[src/rtl/branch_predictor.sv]
// Direct-mapped BTB with 2-bit saturating counters and optional gshare indexing.
// Lookup is combinational; resolved branches update the table on the next clock edge.
module branch_predictor #(
    parameter int unsigned XLEN    = 32,
    parameter int unsigned ENTRIES = 64,
    parameter int unsigned TAG_W   = 8,
    parameter int unsigned GHR_W   = 0,
    parameter int unsigned CNT_W   = 16,
    localparam int unsigned IDX_W  = $clog2(ENTRIES)
) (
    input  logic             clk,
    input  logic             rst,
    // Fetch-side lookup
    input  logic [XLEN-1:0]  lookup_pc,
    output logic             pred_taken,
    output logic [XLEN-1:0]  pred_target,
    output logic [IDX_W-1:0] lookup_idx,
    // Execute-side resolution
    input  logic             upd_valid,
    input  logic [XLEN-1:0]  upd_pc,
    input  logic [IDX_W-1:0] upd_idx,
    input  logic             upd_taken,
    input  logic [XLEN-1:0]  upd_target,
    input  logic             upd_pred_taken,
    input  logic [XLEN-1:0]  upd_pred_target,
    output logic             mispredict,
    output logic [XLEN-1:0]  redirect_pc,
    // Statistics
    output logic [CNT_W-1:0] branch_cnt,
    output logic [CNT_W-1:0] mispred_cnt
);

    logic             valid_q [ENTRIES];
    logic [1:0]       ctr_q   [ENTRIES];
    logic [TAG_W-1:0] tag_q   [ENTRIES];
    logic [XLEN-1:0]  tgt_q   [ENTRIES];

    logic [CNT_W-1:0] branch_cnt_q, branch_cnt_d;
    logic [CNT_W-1:0] mispred_cnt_q, mispred_cnt_d;

    logic [IDX_W-1:0] ghr_ext;
    logic [TAG_W-1:0] lookup_tag;
    logic             lookup_hit;
    logic [TAG_W-1:0] upd_tag;
    logic             upd_hit;
    logic [1:0]       ctr_d;

    // Global history: shifts in resolved outcomes only, never speculative ones.
    if (GHR_W > 0) begin : g_gshare
        logic [GHR_W-1:0] ghr_q, ghr_d;
        logic [GHR_W:0]   ghr_shift;

        always_comb begin
            ghr_shift = {ghr_q, upd_taken};
            ghr_d     = upd_valid ? ghr_shift[GHR_W-1:0] : ghr_q;
        end

        always_ff @(posedge clk or negedge rst) begin
            if (!rst) begin
                ghr_q <= '0;
            end else begin
                ghr_q <= ghr_d;
            end
        end

        assign ghr_ext = IDX_W'(ghr_q);
    end else begin : g_bimodal
        assign ghr_ext = '0;
    end

    // Lookup path
    always_comb begin
        lookup_idx  = lookup_pc[IDX_W+1:2] ^ ghr_ext;
        lookup_tag  = lookup_pc[IDX_W+TAG_W+1:IDX_W+2];
        lookup_hit  = valid_q[lookup_idx] && (tag_q[lookup_idx] == lookup_tag);
        pred_taken  = lookup_hit && ctr_q[lookup_idx][1];
        pred_target = pred_taken ? tgt_q[lookup_idx] : lookup_pc + XLEN'(4);
    end

    // Resolution path
    always_comb begin
        mispredict  = upd_valid &&
                      ((upd_taken != upd_pred_taken) ||
                       (upd_taken && upd_pred_taken && (upd_target != upd_pred_target)));
        redirect_pc = upd_taken ? upd_target : upd_pc + XLEN'(4);
    end

    always_comb begin
        upd_tag = upd_pc[IDX_W+TAG_W+1:IDX_W+2];
        upd_hit = valid_q[upd_idx] && (tag_q[upd_idx] == upd_tag);
        ctr_d   = ctr_q[upd_idx];
        if (upd_taken) begin
            if (ctr_q[upd_idx] != 2'b11) begin
                ctr_d = ctr_q[upd_idx] + 2'b01;
            end
        end else begin
            if (ctr_q[upd_idx] != 2'b00) begin
                ctr_d = ctr_q[upd_idx] - 2'b01;
            end
        end
    end

    always_ff @(posedge clk or negedge rst) begin
        if (!rst) begin
            for (int i = 0; i < int'(ENTRIES); i++) begin
                valid_q[i] <= 1'b0;
                ctr_q[i]   <= 2'b01;
            end
        end else if (upd_valid) begin
            if (upd_hit) begin
                ctr_q[upd_idx] <= ctr_d;
            end else if (upd_taken) begin
                valid_q[upd_idx] <= 1'b1;
                ctr_q[upd_idx]   <= 2'b10;
            end
        end
    end

    // Tag and target need no reset: they are only observed through a valid entry.
    // On a hit the stored tag already equals upd_tag, so rewriting it is harmless.
    always_ff @(posedge clk) begin
        if (upd_valid && upd_taken) begin
            tag_q[upd_idx] <= upd_tag;
            tgt_q[upd_idx] <= upd_target;
        end
    end

    // Statistics counters saturate at all-ones
    always_comb begin
        branch_cnt_d  = branch_cnt_q;
        mispred_cnt_d = mispred_cnt_q;
        if (upd_valid && !(&branch_cnt_q)) begin
            branch_cnt_d = branch_cnt_q + CNT_W'(1);
        end
        if (mispredict && !(&mispred_cnt_q)) begin
            mispred_cnt_d = mispred_cnt_q + CNT_W'(1);
        end
    end

    always_ff @(posedge clk or negedge rst) begin
        if (!rst) begin
            branch_cnt_q  <= '0;
            mispred_cnt_q <= '0;
        end else begin
            branch_cnt_q  <= branch_cnt_d;
            mispred_cnt_q <= mispred_cnt_d;
        end
    end

    assign branch_cnt  = branch_cnt_q;
    assign mispred_cnt = mispred_cnt_q;

endmodule

[config.mk]
export PLATFORM = sky130hd
export DESIGN_NAME = branch_predictor
export DESIGN_NICKNAME = d
export VERILOG_FILES = /design/src/rtl/branch_predictor.sv
export SDC_FILE = /design/constraint.sdc
export NUM_CORES = 2
export LEC_CHECK = 0
export ABC_AREA = 1
export CORE_UTILIZATION = 46
export CTS_CLUSTER_DIAMETER = 50
export DETAILED_ROUTE_END_ITERATION = 6
export GPL_TIMING_DRIVEN = 0
export PLACE_DENSITY = 0.59
export SKIP_LAST_GASP = 1
export SLEW_MARGIN = 15
export SYNTH_ARGS = -nofsm -noshare
export SYNTH_HDL_FRONTEND = slang
export SYNTH_SLANG_ARGS = --single-unit
[constraint.sdc]
create_clock -name clk -period 3.29 [get_ports clk]
set_input_delay 0.329 -clock clk [delete_from_list [all_inputs] [get_ports clk]]
set_output_delay 0.329 -clock clk [all_outputs]
set_load 0.02 [all_outputs]
Yosys cells after proc, flatten, opt, wreduce, memory -nomap -nowiden. Memory sizes are Yosys's and may differ from the RTL's. Index checks and enable logic that the tools add are counted.

Input port bits: 139. Bits in writable memories: 2560. Memories: 2. Output and inout bits: 104. Register bits: 224. Logic and storage cells: 198.

Bitwise logic cells: 7. $add $sub $neg: 6. Reduce and logical (&&, ||, !) cells: 19. Equality and inequality tests: 5. Muxes and demuxes: 26. Order comparisons: 3.

Memories: tgt_q (depth 64, bits a word 32, read ports 1, clocked after memory_dff 0, write ports 1, RTL line 36) `logic [XLEN-1:0] tgt_q [ENTRIES];`; tag_q (depth 64, bits a word 8, read ports 2, clocked after memory_dff 0, write ports 1, RTL line 35) `logic [TAG_W-1:0] tag_q [ENTRIES];`.

Operator list (count): 128-bit two-way mux (2); 128-bit bitwise mux (1); 64-bit bitwise OR (2); 32-bit by 3-bit adder with 32-bit output, second input constant (2); 64-bit bitwise AND (1); 32-bit two-way mux (2); 64-bit inverter (1); 16-bit by 1-bit adder with 16-bit output, second input constant (2); 32-bit inequality test (1); 16-bit AND reduction (2); 2-bit binary-select mux with 6-bit select (2); 8-bit == test (2); 2-bit two-way mux (8); 7-bit >= comparator, second input constant (2); 6-bit inverter with 7-bit output (2); 1-bit binary-select mux with 6-bit select (2); 2-bit demux with 6-bit select (1); 1-bit logical AND (10); 7-bit by 1-bit less-than comparator with 1-bit output, second input constant (1); 1-bit two-way mux (7); 1-bit demux with 6-bit select (1); 2-bit nonzero test (2); 3-bit AND reduction (1); 2-bit by 1-bit adder with 2-bit output, second input constant (1); other kinds (7) (8).

Depth between registers and ports, before layout.
Depth in word-level cells: 9. Depth in mapped cells: 25.

Worst setup path before layout. OpenSTA, ideal clock, no wires.

Path type: input -> register. Start point: in upd_idx[2]. End point: mem tag_q[5][0], enable pin. Library setup time: 0.437 ns. Slack: -0.305 ns. Stages on the path: 10. Arrival: 3.158 ns. Path through: buf_2 > inv_2 > nor2_2 > buf_2 > inv_1 > nor2_1 > inv_1 > nor2_1 > inv_1 > nor2_1.

RTL lines: from (decl) (RTL line 21) `input logic [IDX_W-1:0] upd_idx,`; to (decl) (RTL line 35).

No word-level cell before the write port.

Worst setup path after layout.
Start point: in lookup_pc[2]. End point: out pred_target[26].

Word-level cells in the longest chain between the ends: 7. Elaborated cells between the ends (all ways): 14. Classes of those cells: add/sub (1); eq/ne (1); mux (7); bitwise (1); reduce/logical (2); memory (2).

Ends and longest elaborated chain: from (decl) (RTL line 14) `input logic [XLEN-1:0] lookup_pc,`; branches (longest 6 deep; another with memory read 64 x 8 bit); 32-bit two-way mux (*) (RTL line 77) `pred_target = pred_taken ? tgt_q[lookup_idx] : lookup_pc + XLEN'(4);`; to (decl) (RTL line 16) `output logic [XLEN-1:0] pred_target,`.

Every way passes the cells marked *. The select of a mux whose other input is x is not followed.

==> run_results.csv <==
group,metric,value,unit
route,drc,4,
clock_network,cts_max_path_buffers,4,
global_route,grt_max_degree,90,
logic_synthesis,synth_seq_cells,2784,
sta,tightest_slew,1.27,ns
sta,clock-skew-final,0.0511,ns
route,first_pass_iters,7,
clock_network,cts_buffers,353,
floorplan,rows,189,
clock_network,path_clk_slew,0.06,ns
placed_design,place_ws,-4.42,ns
power,p_per_area,569,nW/µm²
job,cap_violations,0,
setup_path,crit_end,"pred_target[26]",
logic_synthesis,synth-edff-count,2560,
setup_path,cp-start-kind,"primary input",
placed_design,hpwl,466,mm
route,num_vias,111137,
placed_design,portBuffers,239,
global_route,overflow,0,
power,p_leak,0.0581,µW
logic_synthesis,synth_ff_type,"edfxtp_1",
setup_path,slowest_delay,0.98,ns
sta,hold_viol_final,0,
route,routedWlPerCell,41.4,µm
power,ir_worst_vdd,0.000520,V
sta,slew_headroom,14.7,%
power,p_total,90200,µW
sta,finalSetupViolations,263,
layout,post-route-util,59.7,%
sta,grt_setup_unrepaired,"yes",
sta,maxSlewViolCount,0,
setup_path,crit_path_end_kind,"output port",
setup_path,r2r_start,"tag_q[0][1]",
outcome,status,"finished with violations",
layout,final_area,158000,µm²
floorplan,core_area,266000,µm²
floorplan,die_w,519,µm
layout,area_growth,28.6,%
setup_path,crit_type,"primary input to output port",
layout,nNetsFinal,12791,
layout,fill_cells,21579,
global_route,grt.met1_usage,59.8,%
setup_path,crit_slowest_cell,"o211ai_1",
layout,drive_above_1_share,19.6,%
clock_network,cts.sinks,2784,
setup_path,r2r_setup_slack,0.01,ns
layout,final_cell_mix,"2560 x edfxtp_1, 2170 x nand2_1, 1368 x o21ai_0",
floorplan,dieArea,270000,µm²
logic_synthesis,yosysWarnings,0,
clock_network,cts_root_buffer,"clkbuf_16",
setup_path,path_buf_inv,12,
sta,worst_slack,-1.07,ns
sta,period_minus_slack,4.36,ns
placed_design,globalplace.congestion,0.998,
setup_path,crit_path_start,"lookup_pc[2]",
clock_network,tritoncts,"built",
setup_path,arrival,4.03,ns
logic_synthesis,synth.distinct_cells,51,
route,via_per_inst,6.73,
route,wl,683,mm
setup_path,r2r-end,"ctr_q[79]",
clock_network,htreeDepth,5,
setup_path,path_depth,18,
logic_synthesis,syn_nets,11638,
logic_synthesis,postSynthAreaPerCell,10.7,µm²
logic_synthesis,synth.cell_area,123000,µm²
global_route,first_global_vias,101117,
global_route,antenna_found_initial,63,
setup_path,crit_fanout,6,
sta,period_share,132,%
floorplan,io_pins,243,
global_route,grt_pass1_wl,894,mm
placed_design,dpl_cell_area,136000,µm²
global_route,use_met3,16.2,%
logic_synthesis,async_reset_ff_share,8.05,%
global_route,grt_usage,49.4,%
logic_synthesis,synth_cells,11494,
logic_synthesis,yosysSeqAreaShare,67.0,%
setup_path,reg2regPathDepth,18,
sta,max_freq,230,MHz
setup_path,required,2.96,ns
clock_network,clock_latency,0.98,ns
setup_path,crit_chain,"buf_8, buf_12, inv_12, buf_12, buf_8, buf_12, buf_16, buf_16, buf_16, clkbuf_16, o21ai_2, o22ai_1, o211ai_1, nand3_2, a221oi_2, buf_4, o21ai_2, buf_6",
floorplan,die_y,519,µm
floorplan,start_util,46.4,%
route,dr.first_iter.drc_count,20922,
worst_hold_path,min_path_type,"primary input to flop",
setup_path,crit_family,"compound AO/OA/AOI/OAI gates",
global_route,top_usage_layer,"met2",
layout,final_common_cell,"edfxtp_1",
route,antenna_left,0,
sta,hold_slack,0.00991,ns
global_route,grt.met2_usage,70.6,%
outcome,violations,"DRC, setup timing",
[flip-flops by register name, indices dropped and copies added, names as in the netlist]
| name | cells |
|---|---|
| branch_cnt | 16 |
| ctr_q | 128 |
| mispred_cnt | 16 |
| tag_q | 512 |
| tgt_q | 2048 |
| valid_q | 64 |
[report_power, final]
group          internal (µW)  switching (µW)
Combinational           3200            7630
Sequential             39000             383
Clock                  23300           16600
Total                  65600           24600
[per-stage QoR]
step           std cells  TNS [ns]
2_1_floorplan      11494         0
3_3_place_gp       15266         -
3_5_place_dp       15524  -3563.34
4_1_cts            16428    -17.10
5_1_grt            16474    -22.45
6_report           16503    -34.34
[worst min-delay path, stage by stage]
cell and delay (ns):
buf_4 0.13, buf_16 0.16, buf_16 0.20
[timing repair]
item	CTS	global route
hold endpoints to repair	2360	267
gates cloned	17	3
hold buffers	95	6
pin swaps	196	153
gates resized for setup	1952	379
endpoints found under the setup margin	2124	420
buffers inserted	151	47
[cell type report]
class / count / area [µm²] / area share [%]
Sequential cell: 2784 / 82600 / 52.1
Tap cell: 3533 / 4420 / 2.79
Antenna cell: 33 / 82.6 / 0.0521
Inverter: 537 / 2090 / 1.32
Multi-Input combinational cell: 7365 / 37500 / 23.7
Clock buffer: 416 / 9300 / 5.87
Buffer: 799 / 7790 / 4.92
Clock inverter: 229 / 2540 / 1.60
Timing Repair Buffer: 807 / 12100 / 7.63
[worst min-delay path by stage]
stage / start / endpoint / depth (start not counted)
2_1_floorplan: rst / branch_cnt[0] / 0
3_3_place_gp: ctr_q[110] / ctr_q[110] / 2
3_5_place_dp: rst / valid_q[2] / 1
4_1_cts: upd_target[12] / tgt_q[31][12] / 3
5_1_grt: upd_target[6] / tgt_q[19][6] / 3
6_report: upd_target[6] / tgt_q[19][6] / 3
[cells in the mapped netlist (144+ instances only)]
master | n | area (µm²)
o21ai_0 | 1453 | 7270
dfrtp_1 | 160 | 4000
nand3_1 | 641 | 3210
buf_2 | 283 | 1420
o221ai_1 | 197 | 1730
nand4_1 | 144 | 901
o22ai_1 | 320 | 2000
nand2_1 | 2269 | 8520
o211ai_1 | 157 | 1180
nor2_1 | 1412 | 5300
clkbuf_1 | 395 | 1480
inv_1 | 528 | 1980
edfxtp_1 | 2560 | 76900
a21oi_1 | 368 | 1840
[kinds of logic (layout without fill, tap and decap cells)]
| logic type | Yosys count | count (layout) | synth area share [%] |
|---|---|---|---|
| fa+ha+maj | 5 | 5 | 0.0508 |
| simple gates | 4588 | 4588 | 15.2 |
| flops | 2784 | 2784 | 67.0 |
| other cells | 0 | 33 | 0 |
| compound gates | 2673 | 2673 | 12.2 |
| xor+xnor | 99 | 99 | 0.704 |
| buf+inv | 1345 | 2788 | 4.76 |
[per-layer routing]
| metal | part of all wire, % | vias up |
|---|---|---|
| li1 | - | 43296 |
| met1 | 33 | 54447 |
| met2 | 41 | 10534 |
| met3 | 15 | 2821 |
| met4 | 11 | 39 |
| met5 | 0.053 | - |
Note: power is estimated with default switching activity, not from simulation.
